## config.mk

```make
export PLATFORM = sky130hd
export DESIGN_NAME = safety_monitor
export DESIGN_NICKNAME = d
export VERILOG_FILES = /design/src/rtl/safety_monitor.sv
export SDC_FILE = /design/constraint.sdc
export NUM_CORES = 1
export LEC_CHECK = 0
export CELL_PAD_IN_SITES_DETAIL_PLACEMENT = 0
export CELL_PAD_IN_SITES_GLOBAL_PLACEMENT = 1
export CORE_MARGIN = 10
export CORE_UTILIZATION = 44
export DETAILED_ROUTE_END_ITERATION = 7
export PLACE_DENSITY = 0.8
export RECOVER_POWER = 25
export SLEW_MARGIN = 25
export SYNTH_ARGS = -nofsm -noshare
export SYNTH_HDL_FRONTEND = slang
export SYNTH_SLANG_ARGS = --single-unit
```

## constraint.sdc

```tcl
create_clock -name clk -period 3 [get_ports clk]
set_input_delay 0.9 -clock clk [delete_from_list [all_inputs] [get_ports clk]]
set_output_delay 0.9 -clock clk [all_outputs]
set_load 0.01 [all_outputs]
```

## src/rtl/safety_monitor.sv

```systemverilog
// Grid/relay safety monitor: debounces abnormal grid samples into faults, enforces
// a recovery holdoff, locks out after repeated faults or a persistent relay mismatch.
module safety_monitor #(
    parameter int unsigned DEBOUNCE_CYCLES       = 4,
    parameter int unsigned HOLDOFF_CYCLES        = 16,
    parameter int unsigned MAX_RETRIES           = 3,
    parameter int unsigned RELAY_MISMATCH_CYCLES = 8
) (
    input  logic       clk,
    input  logic       reset,
    input  logic [1:0] grid_state,
    input  logic       charge_enable,
    input  logic       relay_activation,
    input  logic       fault_clear,
    output logic       fault_flag,
    output logic [1:0] fault_cause,
    output logic       locked_out,
    output logic [7:0] fault_count
);

    typedef enum logic [2:0] {
        ST_MONITOR = 3'd0,
        ST_PENDING = 3'd1,
        ST_FAULT   = 3'd2,
        ST_HOLDOFF = 3'd3,
        ST_LOCKOUT = 3'd4
    } state_t;

    localparam logic [1:0] GRID_NORMAL  = 2'b00;
    localparam logic [1:0] GRID_SAG     = 2'b01;
    localparam logic [1:0] GRID_SWELL   = 2'b10;
    localparam logic [1:0] GRID_OUTAGE  = 2'b11;

    localparam logic [1:0] CAUSE_NONE   = 2'b00;
    localparam logic [1:0] CAUSE_SAGSW  = 2'b01;
    localparam logic [1:0] CAUSE_OUTAGE = 2'b10;
    localparam logic [1:0] CAUSE_RELAY  = 2'b11;

    localparam logic [7:0] DEBOUNCE_LIMIT = 8'(DEBOUNCE_CYCLES);
    localparam logic [7:0] HOLDOFF_LIMIT  = 8'(HOLDOFF_CYCLES);
    localparam logic [3:0] RETRY_LIMIT    = 4'(MAX_RETRIES);
    localparam logic [7:0] MISMATCH_LIMIT = 8'(RELAY_MISMATCH_CYCLES);

    state_t     state_r, next_state_s;
    logic [7:0] debounce_cnt_r, next_debounce_s;
    logic [7:0] holdoff_cnt_r, next_holdoff_s;
    logic [3:0] retry_cnt_r, next_retry_s;
    logic [7:0] mismatch_cnt_r, next_mismatch_s;
    logic [1:0] fault_cause_r, next_cause_s;
    logic [7:0] fault_count_r, next_count_s;
    logic       fault_flag_r;
    logic       locked_out_r;

    logic       grid_abnormal_s;
    logic       grid_outage_s;
    logic       grid_normal_s;
    logic [1:0] grid_class_s;
    logic       mismatch_s;
    logic [7:0] mismatch_inc_s;
    logic       relay_trip_s;
    logic       grid_entry_s;
    logic [3:0] retry_inc_s;
    logic [7:0] fault_count_sat_s;
    logic [7:0] debounce_inc_s;
    logic [7:0] holdoff_inc_s;

    assign grid_outage_s     = (grid_state == GRID_OUTAGE);
    assign grid_normal_s     = (grid_state == GRID_NORMAL);
    assign grid_abnormal_s   = (grid_state == GRID_SAG) || (grid_state == GRID_SWELL);
    assign grid_class_s      = grid_outage_s ? CAUSE_OUTAGE : CAUSE_SAGSW;
    assign mismatch_s        = relay_activation & ~charge_enable;
    assign mismatch_inc_s    = mismatch_cnt_r + 8'd1;
    assign relay_trip_s      = (state_r != ST_LOCKOUT) && mismatch_s && (mismatch_inc_s == MISMATCH_LIMIT);
    assign debounce_inc_s    = debounce_cnt_r + 8'd1;
    assign holdoff_inc_s     = holdoff_cnt_r + 8'd1;
    assign retry_inc_s       = retry_cnt_r + 4'd1;
    assign fault_count_sat_s = (fault_count_r == 8'hFF) ? 8'hFF : (fault_count_r + 8'd1);

    // A new (counted) grid fault is raised only from the non-faulted states.
    assign grid_entry_s = ((state_r == ST_MONITOR) && grid_outage_s) ||
                          ((state_r == ST_PENDING) &&
                           (grid_outage_s || (grid_abnormal_s && (debounce_inc_s == DEBOUNCE_LIMIT))));

    // Next-state and counter computation; relay trip outranks any grid event.
    always_comb begin
        next_state_s    = state_r;
        next_debounce_s = debounce_cnt_r;
        next_holdoff_s  = holdoff_cnt_r;
        next_retry_s    = retry_cnt_r;
        next_cause_s    = fault_cause_r;
        next_count_s    = fault_count_r;
        next_mismatch_s = (state_r == ST_LOCKOUT) ? 8'd0 : (mismatch_s ? mismatch_inc_s : 8'd0);

        if (relay_trip_s) begin
            next_state_s    = ST_LOCKOUT;
            next_cause_s    = CAUSE_RELAY;
            next_debounce_s = 8'd0;
            next_holdoff_s  = 8'd0;
            next_mismatch_s = 8'd0;
        end else if (grid_entry_s) begin
            next_count_s    = fault_count_sat_s;
            next_retry_s    = retry_inc_s;
            next_cause_s    = grid_class_s;
            next_debounce_s = 8'd0;
            next_holdoff_s  = 8'd0;
            next_state_s    = (retry_inc_s == RETRY_LIMIT) ? ST_LOCKOUT : ST_FAULT;
        end else begin
            case (state_r)
                ST_MONITOR: begin
                    if (grid_abnormal_s) begin
                        next_state_s    = ST_PENDING;
                        next_debounce_s = 8'd1;
                    end else begin
                        next_debounce_s = 8'd0;
                    end
                end
                ST_PENDING: begin
                    if (grid_abnormal_s) begin
                        next_debounce_s = debounce_inc_s;
                    end else begin
                        next_state_s    = ST_MONITOR;
                        next_debounce_s = 8'd0;
                    end
                end
                ST_FAULT: begin
                    if (grid_normal_s) begin
                        next_state_s   = ST_HOLDOFF;
                        next_holdoff_s = 8'd1;
                    end else begin
                        next_cause_s   = grid_class_s;
                    end
                end
                ST_HOLDOFF: begin
                    if (!grid_normal_s) begin
                        next_state_s   = ST_FAULT;
                        next_cause_s   = grid_class_s;
                        next_holdoff_s = 8'd0;
                    end else if (holdoff_inc_s == HOLDOFF_LIMIT) begin
                        next_state_s   = ST_MONITOR;
                        next_cause_s   = CAUSE_NONE;
                        next_holdoff_s = 8'd0;
                    end else begin
                        next_holdoff_s = holdoff_inc_s;
                    end
                end
                ST_LOCKOUT: begin
                    if (fault_clear && grid_normal_s && !mismatch_s) begin
                        next_state_s    = ST_MONITOR;
                        next_cause_s    = CAUSE_NONE;
                        next_retry_s    = 4'd0;
                        next_mismatch_s = 8'd0;
                    end else begin
                        next_state_s    = ST_LOCKOUT;
                    end
                end
                default: begin
                    next_state_s    = ST_MONITOR;
                    next_debounce_s = 8'd0;
                    next_holdoff_s  = 8'd0;
                    next_cause_s    = CAUSE_NONE;
                end
            endcase
        end
    end

    // State, counters and registered outputs.
    always_ff @(posedge clk) begin
        if (reset) begin
            state_r        <= ST_MONITOR;
            debounce_cnt_r <= 8'd0;
            holdoff_cnt_r  <= 8'd0;
            retry_cnt_r    <= 4'd0;
            mismatch_cnt_r <= 8'd0;
            fault_cause_r  <= CAUSE_NONE;
            fault_count_r  <= 8'd0;
            fault_flag_r   <= 1'b0;
            locked_out_r   <= 1'b0;
        end else begin
            state_r        <= next_state_s;
            debounce_cnt_r <= next_debounce_s;
            holdoff_cnt_r  <= next_holdoff_s;
            retry_cnt_r    <= next_retry_s;
            mismatch_cnt_r <= next_mismatch_s;
            fault_cause_r  <= next_cause_s;
            fault_count_r  <= next_count_s;
            fault_flag_r   <= (next_state_s == ST_FAULT) || (next_state_s == ST_HOLDOFF) ||
                              (next_state_s == ST_LOCKOUT);
            locked_out_r   <= (next_state_s == ST_LOCKOUT);
        end
    end

    assign fault_flag  = fault_flag_r;
    assign fault_cause = fault_cause_r;
    assign locked_out  = locked_out_r;
    assign fault_count = fault_count_r;

endmodule

```

# After elaboration in Yosys (flattened, before gate mapping)
# Index checks and enable logic that the tools add are counted.
# totals
register_bits	43
out_inout_bits	12
wordCells	99
# op_classes
n_addsub	5
eq_ne	21
mux	34
bitwise_logic	4
n_reduce_logical	26
# op_table
operator	n
two-way mux 8 bit	10
one-hot mux 8 bit (3 select lines)	2
adder 8 x 1 -> 8 bit (second input constant)	4
two-way mux 3 bit	9
one-hot mux 3 bit (5 select lines)	1
two-way mux 2 bit	7
equality test 3 x 2 -> 1 bit (second input constant)	4
two-way mux 4 bit	3
OR reduction 3 bit	3
equality test 8 x 3 -> 1 bit (second input constant)	1
equality test 8 x 4 -> 1 bit (second input constant)	1
equality test 8 x 5 -> 1 bit (second input constant)	1
equality test 8 bit (second input constant)	1
one-hot mux 2 bit (4 select lines)	1
logical AND 1 bit	7
equality test 3 bit (second input constant)	2
logical OR 1 bit	5
!= test 5 bit (second input constant)	1
adder 4 x 1 -> 4 bit (second input constant)	1
equality test 2 bit (second input constant)	2
equality test 4 x 2 -> 1 bit (second input constant)	1
!= test 4 x 3 -> 1 bit (second input constant)	1
!= test 4 bit (second input constant)	1
AND reduction 2 bit	2
other kinds (15)	19

# Longest topological paths before layout
# Gate-level depths: netlist of the first run.
# depth
ltp_word	11
ltp_mapped	9

# Worst setup path after synthesis of the first run
# OpenSTA, ideal clock, no wires.
# synth_path
path_type	input to register
from	input port grid_state[0]
to	register fault_count_r[5], in the netlist fault_count[5]
setup_time_ps	86
arrival_ps	2726
required_ps	2914
path_slack_ps	188
path_stages	8
n_path_buf	0
path_cell_list	inv_1 > ha_1 > and4bb_4 > and3_2 > a22o_4 > o21ai_4 > or4_4 > a221oi_2
# synth_between
elab_chain_cells	7
# synth_lines
item	line	text
from (decl)	11	input logic [1:0] grid_state,
equality test 2 x 1 -> 1 bit or equality test 2 bit (tied branches)	69	assign grid_abnormal_s = (grid_state == GRID_SAG) || (grid_state == GRID_SWELL);
logical OR 1 bit	69	
logical AND 1 bit	82	(grid_outage_s || (grid_abnormal_s && (debounce_inc_s == DEBOUNCE_LIMIT))));
logical OR 1 bit	82	
logical AND 1 bit	81	((state_r == ST_PENDING) &&
logical OR 1 bit *	80	assign grid_entry_s = ((state_r == ST_MONITOR) && grid_outage_s) ||
AND reduction 2 bit (no source line) *	--	
to (signal assigned)	185	fault_count_r <= next_count_s;
to (decl)	50	logic [7:0] fault_count_r, next_count_s;
# Mark *: on every way between the ends. The rest lies on a longest branch, timed or not.
# A chain may end at the register's enable or synchronous reset.

# Worst setup path after layout of the first run
# layout_path
from	input port grid_state[0]
to	register holdoff_cnt_r[7]
# layout_between
elab_chain_cells	7
# layout_lines
item	line	text
equality test 2 x 1 -> 1 bit or equality test 2 bit (tied branches)	69	
logical OR 1 bit	69	
logical AND 1 bit	82	
logical OR 1 bit	82	
logical AND 1 bit	81	
logical OR 1 bit	80	
OR reduction 3 bit (no source line)	--	
to (signal assigned)	181	holdoff_cnt_r <= next_holdoff_s;
to (decl)	46	logic [7:0] holdoff_cnt_r, next_holdoff_s;
# Parallel ways exist; a longest one is shown, timed or not.

==> results_dict.tcl, run 1 <==
set metrics [dict create \
    status "completed" \
    critical_path_buf_inv_count 3 \
    place_area_mm2 0.00278 \
    io_buffers 18 \
    synth-seq-cells 43 \
    wirelength_mm 5.40 \
    h-tree-depth 2 \
    ir_drop_v 0.000212 \
    path_depth 9 \
    layout.cells.non_filler 402 \
    antenna_found_initial 0 \
    drt_pass1_iterations 4 \
    avgSynthCellArea_um2 8.21 \
    grtUsageMet1 0.157 \
    grt_max_degree 18 \
    cts_tree "built" \
    worst_setup_path_start_kind "primary input" \
    crit_arrival_ns 3.13 \
    tightest_slew_ns 0.564 \
    relSlewSlack 0.624 \
    ant_nets 0 \
    crit_slowest_cell "clkdlybuf4s50_1" \
    p_leak_nw 1.06 \
    synth_edf_count 0 \
    worst-setup-path-type "primary input to flop" \
    overflow 0 \
    grt_pass1_vias 2071 \
    startpoint "grid_state[0]" \
    path_clk_slew_ns 0.08 \
    coreArea_mm2 0.00544 \
    p_per_area_mw_per_mm2 412 \
    synthFlopType "dfxtp_1" \
    ioPinCount 19 \
    max_freq_ghz 0.342 \
    fin_util 0.539 \
    worstSetupEndpointType "flop" \
    critical-path-max-stage-delay_ns 0.48 \
    async_flop_share 0 \
    synth_largest_area_cell "dfxtp_1" \
    dieArea_mm2 0.00890 \
    cp_top_family "simple AND/OR/NAND/NOR gates" \
    report.final.slew_viol_count 0 \
    vias_per_cell 5.46 \
    clock_latency_ns 0.29 \
    synth_top_cell_area_share 0.354 \
    diodes 0 \
    placed_cells 394 \
    grt_pass1_wl_mm 9.31 \
    dpl.hpwl_mm 3.93 \
    route.detailed.drc 0 \
    cap_violations 0 \
    total_power_mw 1.21 \
    die_height_um 94.3 \
    cts_root_buffer "clkbuf_8" \
    cp_max_fo 17 \
    syn_inst 296 \
    period_share 0.974 \
    die_w_um 94.3 \
    r2r-end "fault_count[2]$_SDFFE_PP0P_" \
    holdWs_ns 0.484 \
    drt-wirelength-per-cell_um 13.4 \
    synth.top_cells.by_area "dfxtp_1 (35%), ha_1 (5.7%), nor2_1 (5.6%), a21oi_1 (4.5%), o21ai_0 (3.5%)" \
    globalRouteTotalUtil 0.127 \
    synth_commonest_cells "dfxtp_1 (43), nor2_1 (36), a21oi_1 (22)" \
    ys_seq_area_frac 0.354 \
    rrSetupSlack_ns 0.68 \
    final_layout_size_suffix_gt1_frac 0.136 \
    gp_congestion 0.818 \
    skew_ns 0.00527 \
    yosys_warnings 0 \
    nNetsFinal 347 \
    place_ws_ns -0.269 \
    r2r_start "mismatch_cnt_r[0]$_SDFF_PP0_" \
    hold_buffers 0 \
    cts_buffer_depth 2 \
    cts_sinks 43 \
    grt.busiest_layer "met2" \
    critPathCapture "holdoff_cnt_r[7]$_SDFFE_PP0P_" \
    start_util 0.447 \
    syn_nets 314 \
    reg2regPathDepth 8 \
    synth.distinct_cells 54 \
    cts_buffers 5 \
    hp-class "flop to flop" \
    required_ns 3.21 \
    crit_path_cell_trace "clkdlybuf4s50_1 -> inv_1 -> ha_1 -> and4bb_4 -> and3_2 -> a22o_4 -> or3_4 -> buf_8 -> a311oi_1" \
    setup_viol 0 \
    met2_usage 0.203 \
    final_area_mm2 0.00293 \
    hold_violations 0 \
    area_delta_synth_final_pct 20.5 \
    cts_setup_buffers 0 \
    period_minus_slack_ns 2.92 \
    via_count 2195 \
    drt-initial-drc-count 168 \
    setup_slack_ns 0.0785 \
    fin_tns_setup_ns 0 \
    syn_area_mm2 0.00243 \
    num_rows 27 \
    cts_resized 0 \
    met3_usage 0.0381 \
    post-synth-top-count-cell "dfxtp_1" \
]
cells in the final DEF (no fill, tap or decap), types with 2 or more instances in the layout:
| cell | count |
|---|---|
| o21ai_0 | 17 |
| a31oi_1 | 3 |
| o31ai_1 | 2 |
| a211o_1 | 2 |
| a311oi_1 | 5 |
| and3_1 | 5 |
| clkbuf_8 | 6 |
| buf_4 | 16 |
| mux2_2 | 2 |
| ha_1 | 11 |
| nand3b_1 | 4 |
| nand3_1 | 13 |
| nor2_1 | 36 |
| xor2_1 | 2 |
| dfxtp_1 | 43 |
| nand2_1 | 21 |
| a311oi_2 | 2 |
| inv_1 | 12 |
| nor3_1 | 12 |
| nand2b_1 | 8 |
| a211oi_1 | 4 |
| or3_1 | 6 |
| a21oi_1 | 22 |
| a22oi_1 | 3 |
| nor2b_1 | 9 |
| nand4_1 | 4 |
| clkdlybuf4s50_1 | 6 |
| dlygate4sd3_1 | 12 |
| xnor2_1 | 3 |
| or4_4 | 2 |
| and4_1 | 2 |
| nor4_1 | 6 |
| o31a_1 | 2 |
layout make-up:
| cell class | instances | area [µm²] |
|---|---|---|
| tap | 72 | 90.1 |
| clock buffer | 6 | 82.6 |
| sequential | 43 | 861 |
| inverter | 12 | 45.0 |
| multi-input combinational | 231 | 1490 |
| clock inverter | 2 | 35.0 |
| timing repair buffer | 36 | 327 |
| fill | 520 | 2510 |
logic make-up (layout without fill, tap and decap cells):
group | after synthesis | in the layout | synth area share
AO/OA/AOI/OAI | 73 | 73 | 0.207
XOR/XNOR | 5 | 5 | 0.0180
multiplexers | 2 | 2 | 0.00926
flip-flops | 43 | 43 | 0.354
AND/OR/NAND/NOR | 140 | 140 | 0.314
buffers and inverters | 22 | 56 | 0.0407
adder cells (fa/ha/maj) | 11 | 11 | 0.0566
power breakdown:
group	internal [mW]	total [mW]	switching, mW
registers	0.582	0.595	0.0129
clock network	0.270	0.475	0.205
logic	0.0626	0.137	0.0743
total	0.915	1.21	0.292
worst min-delay path by stage:
stage	from	to	slack (ns)	cells past startpoint
4_1_cts	fault_count[5]$_SDFFE_PP0P_	fault_count[5]$_SDFFE_PP0P_	0.49	2
6_report	mismatch_cnt_r[0]$_SDFF_PP0_	mismatch_cnt_r[0]$_SDFF_PP0_	0.48	1
2_1_floorplan	mismatch_cnt_r[0]$_SDFF_PP0_	mismatch_cnt_r[0]$_SDFF_PP0_	0.44	1
5_1_grt	fault_count[5]$_SDFFE_PP0P_	fault_count[5]$_SDFFE_PP0P_	0.51	2
3_5_place_dp	mismatch_cnt_r[0]$_SDFF_PP0_	mismatch_cnt_r[0]$_SDFF_PP0_	0.47	1
3_3_place_gp	mismatch_cnt_r[0]$_SDFF_PP0_	mismatch_cnt_r[0]$_SDFF_PP0_	0.46	1
per-layer routing:
metal | vias up | share of wire | wire, µm
li1 | 1149 | - | -
met1 | 1010 | 0.49 | 2670
met2 | 30 | 0.46 | 2470
met3 | 6 | 0.036 | 194
met4 | 0 | 0.013 | 68
met5 | - | 0 | 0
sequential cells by signal, indices dropped and copies added (netlist names):
register,flops
debounce_cnt_r,8
fault_cause,2
fault_count,8
fault_flag,1
holdoff_cnt_r,8
locked_out,1
mismatch_cnt_r,8
retry_cnt_r,4
state_r,3
Power figures use the tool's default switching activity.
==> inputs of run 2 (changes only) <==
==> config.mk (replaced) <==
export PLATFORM = sky130hd
export DESIGN_NAME = safety_monitor
export DESIGN_NICKNAME = d
export VERILOG_FILES = /design/src/rtl/safety_monitor.sv
export SDC_FILE = /design/constraint.sdc
export NUM_CORES = 1
export LEC_CHECK = 0
export CORE_MARGIN = 10
export CORE_UTILIZATION = 50
export DETAILED_ROUTE_END_ITERATION = 7
export PLACE_DENSITY = 0.7
export RECOVER_POWER = 25
export SKIP_CTS_REPAIR_TIMING = 1
export SLEW_MARGIN = 25
export SYNTH_ARGS = -nofsm -noshare
export SYNTH_HDL_FRONTEND = slang
export SYNTH_SLANG_ARGS = --single-unit
export TNS_END_PERCENT = 20
==> run 2 against run 1 <==
  * Fmax increased by 1.4%
  * Sequential share of layout area increased by 0.60 points
  * Routed wire length decreased by 1.6%
  * Setup slack improved by 0.040 ns
  * Flip-flop and latch count unchanged
  * Core utilization increased by 6.9 points
  * Cell area decreased by 2.0%
  * Clock skew increased by 0.0035 ns
  * Critical path depth unchanged
  * First-iteration DRC count decreased by 24%
  * Cell count decreased by 2.7%
  * Critical path type unchanged
  * Largest cell class unchanged
==> results_dict.tcl, run 2 (same netlist as run 1, synthesis figures left out) <==
set metrics [dict create \
    cp_top_family "simple AND/OR/NAND/NOR gates" \
    path_clk_slew_ns 0.09 \
    mostFrequentLayoutCells "dfxtp_1 (43), nor2_1 (37), a21oi_1 (22)" \
    die_height_um 89.7 \
    grt_pass1_vias 2101 \
    cap_violations 0 \
    via_count 2194 \
    cts_tree "built" \
    period_share 0.960 \
    clock_latency_ns 0.30 \
    fin_tns_setup_ns 0 \
    ir_drop_v 0.000213 \
    overflow 0 \
    cp_max_fo 4 \
    layout_commonest_cell "dfxtp_1" \
    regArea_um2 861 \
    relSlewSlack 0.667 \
    p_leak_nw 1.03 \
    h-tree-depth 2 \
    area_delta_synth_final_pct 18.1 \
    hp-class "flop to flop" \
    nNetsFinal 341 \
    worst_setup_path_start_kind "primary input" \
    diodes 0 \
    report.final.slew_viol_count 0 \
    start_util 0.515 \
    cts_buffer_depth 2 \
    num-fill-cells 426 \
    crit_slowest_cell "or4_4" \
    coreArea_mm2 0.00472 \
    crit_path_cell_trace "clkdlybuf4s50_1 -> inv_1 -> ha_4 -> and4bb_4 -> and3_2 -> a22o_4 -> o21ai_4 -> or4_4 -> a221oi_2" \
    drt-wirelength-per-cell_um 13.6 \
    total_power_mw 1.20 \
    drt_pass1_iterations 4 \
    dpl.hpwl_mm 3.94 \
    grt_pass1_wl_mm 9.29 \
    ant_nets 0 \
    dieArea_mm2 0.00805 \
    period_minus_slack_ns 2.88 \
    required_ns 3.22 \
    gp_congestion 0.793 \
    antenna_found_initial 0 \
    ioPinCount 19 \
    route.detailed.drc 0 \
    setup_viol 0 \
    drt-initial-drc-count 127 \
    cts_root_buffer "clkbuf_8" \
    worst-setup-path-type "primary input to flop" \
    tightest_slew_ns 0.497 \
    globalRouteTotalUtil 0.133 \
    grt_max_degree 18 \
    io_buffers 18 \
    max_freq_ghz 0.347 \
    vias_per_cell 5.61 \
    status "completed" \
    die_w_um 89.7 \
    multiInputGateArea_mm2 0.00149 \
    num_rows 25 \
    crit_arrival_ns 3.10 \
    critical-path-max-stage-delay_ns 0.51 \
    final_layout_size_suffix_gt1_frac 0.117 \
    rsz0062_at_grt "false" \
    critical_path_buf_inv_count 2 \
    cts_sinks 43 \
    setup_slack_ns 0.119 \
    cts_buffers 5 \
    place_ws_ns -0.268 \
    hold_violations 0 \
    p_per_area_mw_per_mm2 417 \
    skew_ns 0.00878 \
    worstSetupEndpointType "flop" \
    wirelength_mm 5.31 \
]
run 2: final cells by class:
cell class / count / area share
Multi-Input combinational cell: 231 / 0.519
Sequential cell: 43 / 0.300
Timing Repair Buffer: 30 / 0.0955
Tap cell: 67 / 0.0292
Clock buffer: 6 / 0.0288
Inverter: 12 / 0.0157
Clock inverter: 2 / 0.0122
run 2: layer usage:
| layer | track usage | vias up | routed length (µm) |
|---|---|---|---|
| li1 | - | 1140 | - |
| met1 | 0.158 | 1014 | 2500 |
| met2 | 0.222 | 35 | 2580 |
| met3 | 0.0341 | 5 | 192 |
| met4 | 0.0499 | 0 | 46 |
| met5 | 0 | - | 0 |
run 2: path summary, 6_finish.rpt:
| path | endpoint | startpoint | slack [ns] | cells past startpoint |
|---|---|---|---|---|
| hold reg to reg | mismatch_cnt_r[0]$_SDFF_PP0_ | mismatch_cnt_r[0]$_SDFF_PP0_ | 0.50 | 1 |
| hold / removal | mismatch_cnt_r[0]$_SDFF_PP0_ | mismatch_cnt_r[0]$_SDFF_PP0_ | 0.50 | 1 |
| setup reg to reg | fault_count[7]$_SDFFE_PP0P_ | mismatch_cnt_r[0]$_SDFF_PP0_ | 0.54 | 8 |
| setup / recovery | fault_count[5]$_SDFFE_PP0P_ | grid_state[0] | 0.12 | 9 |
run 2: worst reg2reg max path, delay by kind of cell (launching register included):
family	cells	cell delay (ns)
simple gates	4	1.05
flops	1	0.36
buf+inv	1	0.20
compound gates	1	0.28
xor+xnor	1	0.22
fa+ha+maj	1	0.25
run 2: power breakdown:
group          leakage, nW  switching (mW)  total, mW  internal (mW)
clock               0.0612           0.202      0.472          0.269
sequential           0.348          0.0165      0.599          0.582
combinational        0.620          0.0685      0.127         0.0583
total                 1.03           0.288       1.20          0.910
run 2: per-stage QoR:
stage | instances | hold WS [ns] | area [µm²] | utilization
2_1_floorplan | 296 | 0.444 | 2430 | -
3_3_place_gp | 383 | 0.461 | 2730 | 0.578
3_5_place_dp | 383 | 0.486 | 2730 | 0.578
4_1_cts | 391 | 0.501 | 2850 | 0.603
5_1_grt | 391 | 0.515 | 2870 | 0.608
6_report | 391 | 0.496 | 2870 | 0.608
==> edit (settings of run 1) <==
The output `fault_flag` loses its register stage (`fault_flag_r` becomes a continuous assignment).
--- a/src/rtl/safety_monitor.sv
+++ b/src/rtl/safety_monitor.sv
@@ -175,3 +175,2 @@
             fault_count_r  <= 8'd0;
-            fault_flag_r   <= 1'b0;
             locked_out_r   <= 1'b0;
@@ -185,4 +184,2 @@
             fault_count_r  <= next_count_s;
-            fault_flag_r   <= (next_state_s == ST_FAULT) || (next_state_s == ST_HOLDOFF) ||
-                              (next_state_s == ST_LOCKOUT);
             locked_out_r   <= (next_state_s == ST_LOCKOUT);
@@ -190,2 +187,4 @@
     end
+
+    assign fault_flag_r = (next_state_s == ST_FAULT) || (next_state_s == ST_HOLDOFF) || (next_state_s == ST_LOCKOUT);
 
Behaviour: not the same (Yosys sat finds a counterexample within 4 cycles, from zero or initial values and one cycle with reset high).
==> edit against run 1 <==
- the run now ends with setup timing left
- non-clock buffer count increased by 21
- final area grew 7.0%
- total power down 7.1%
- synthesized cell count increased by 1.7%
- hold slack better by 0.017 ns
- routed wire length is 6.7% higher
- sequential cell count decreased by 1
- setup slack got worse by 0.16 ns
- clock power shrank 20%
- clock skew increased by 0.0036 ns
- area after synthesis rose by 2.0%
==> edit: results (changes against run 1) <==
CELLS AND AREA
----------------------------------------------------------------------------
Multi-Input Combinational                                                239   +3.5%
Non-clock buffer count in the final layout                                57   +58%
Multi-input logic portion of the cell area                             50.4%   -0.39 points
Clock Buffer Count                                                         7   +1
Non-clock buffering overhead                                           15.7%   +4.6 points
Proportion of cell area spent on the clock network                     2.91%   -1.1 points
Area of all sequential standard cells                                841 um2   -2.3%

SETUP PATH
----------------------------------------------------------------------------
Max incr delay on CP                                                 0.26 ns   -0.22 ns
CP endpoint                                                       fault_flag
Cell type of the slowest stage on the worst timing path         sky130_fd_sc_hd__ha_4
Arr. time, crit path                                                 2.18 ns   -0.95 ns
Worst r2r path cells                                                       9   +1
Family with the most delay on the worst path                    compound AO/OA/AOI/OAI gates
Maximum fanout count along the critical path                               2   -15

DRT
----------------------------------------------------------------------------
Number of DRC violations after detailed-routing iteration 0               94   -44%
Routed length per placed instance                                    13.6 um   +0.97%

POWER AND IR DROP
----------------------------------------------------------------------------
Lkg Pwr                                                           0.00121 uW   +14%
Maximum resistive drop on vdd                                       0.249 mV   +17%
Pwr dens                                                          358 nW/um2   -13%

PLACEMENT
----------------------------------------------------------------------------
Post-DP HPWL                                                         4270 um   +8.5%
Post-Place Worst Slack                                              -1.10 ns   -0.826 ns
RD Place Congestion                                                    0.841   +2.8%

YOSYS
----------------------------------------------------------------------------
Fraction of the mapped netlist area in compound gates                  22.5%   +1.7 points
Portion of netlist area occupied by mux cells                          1.06%   +0.13 points
Ranking of synthesized cells by instance count                  42 x sky130_fd_sc_hd__dfxtp_1, 35 x sky130_fd_sc_hd__nor2_1, 24 x sky130_fd_sc_hd__a21oi_1
Post-synthesis share of cell area spent on xor and xnor gates          2.47%   +0.67 points
Adder-cell share of the synthesized area                               5.55%   -0.11 points
Synthesized instance count                                               301   +1.7%
Main area contributors after synthesis                          sky130_fd_sc_hd__dfxtp_1 34%, sky130_fd_sc_hd__ha_1 5.5%, sky130_fd_sc_hd__nor2_1 5.3%, sky130_fd_sc_hd__a21oi_1 4.8%, sky130_fd_sc_hd__o21ai_0 3.4%
Cell variety after synth                                                  52   -3.7%

CLOCKING
----------------------------------------------------------------------------
Number of gates given a new drive strength after cts                      20   +20

TIMING
----------------------------------------------------------------------------
Final setup viols                                                          1   +1
PnR worst setup slack                                             -0.0783 ns   -0.157 ns
Slew HR                                                                73.7%   +11 points

GLOBAL ROUTING
----------------------------------------------------------------------------
First-pass GRT wire length                                           9930 um   +6.7%
Global-route usage over all layers                                     13.3%   +0.67 points

STATUS
----------------------------------------------------------------------------
Failing checks                                                  setup timing
Status                                                          finished, violations left

## edit: changes by cell type in the layout (fill, tap and decap cells not counted), moves of 4 or more
cell	run 1	this run
sky130_fd_sc_hd__buf_4	16	37
sky130_fd_sc_hd__and3_1	5	13
sky130_fd_sc_hd__inv_1	12	5
sky130_fd_sc_hd__a31oi_1	3	8
sky130_fd_sc_hd__dlygate4sd3_1	12	7
sky130_fd_sc_hd__o211ai_1	0	5
sky130_fd_sc_hd__nor3_1	12	8
sky130_fd_sc_hd__nor4_1	6	2
## edit: routing by layer
| metal | global-route usage, % | vias up | routed length, um |
|---|---|---|---|
| met3 | 4.01 | 8 | 204 |
| li1 | - | 1217 | - |
| met1 | 16.7 | 1100 | 2780 |
| met5 | 0 | - | 0 |
| met2 | 20.9 | 27 | 2650 |
| met4 | 5.24 | 0 | 122 |
## edit: how the worst min path moves through the flow
| stage | from | to | slack, ns | depth (start not counted) |
|---|---|---|---|---|
| final | holdoff_cnt_r[7]$_SDFFE_PP0P_ | holdoff_cnt_r[7]$_SDFFE_PP0P_ | 0.50 | 2 |
| after global routing | holdoff_cnt_r[7]$_SDFFE_PP0P_ | holdoff_cnt_r[7]$_SDFFE_PP0P_ | 0.53 | 2 |
| after CTS | holdoff_cnt_r[7]$_SDFFE_PP0P_ | holdoff_cnt_r[7]$_SDFFE_PP0P_ | 0.50 | 2 |
| after detailed placement | holdoff_cnt_r[7]$_SDFFE_PP0P_ | holdoff_cnt_r[7]$_SDFFE_PP0P_ | 0.49 | 2 |
| after global placement | holdoff_cnt_r[7]$_SDFFE_PP0P_ | holdoff_cnt_r[7]$_SDFFE_PP0P_ | 0.47 | 2 |
| after floorplan | mismatch_cnt_r[0]$_SDFF_PP0_ | mismatch_cnt_r[0]$_SDFF_PP0_ | 0.45 | 1 |
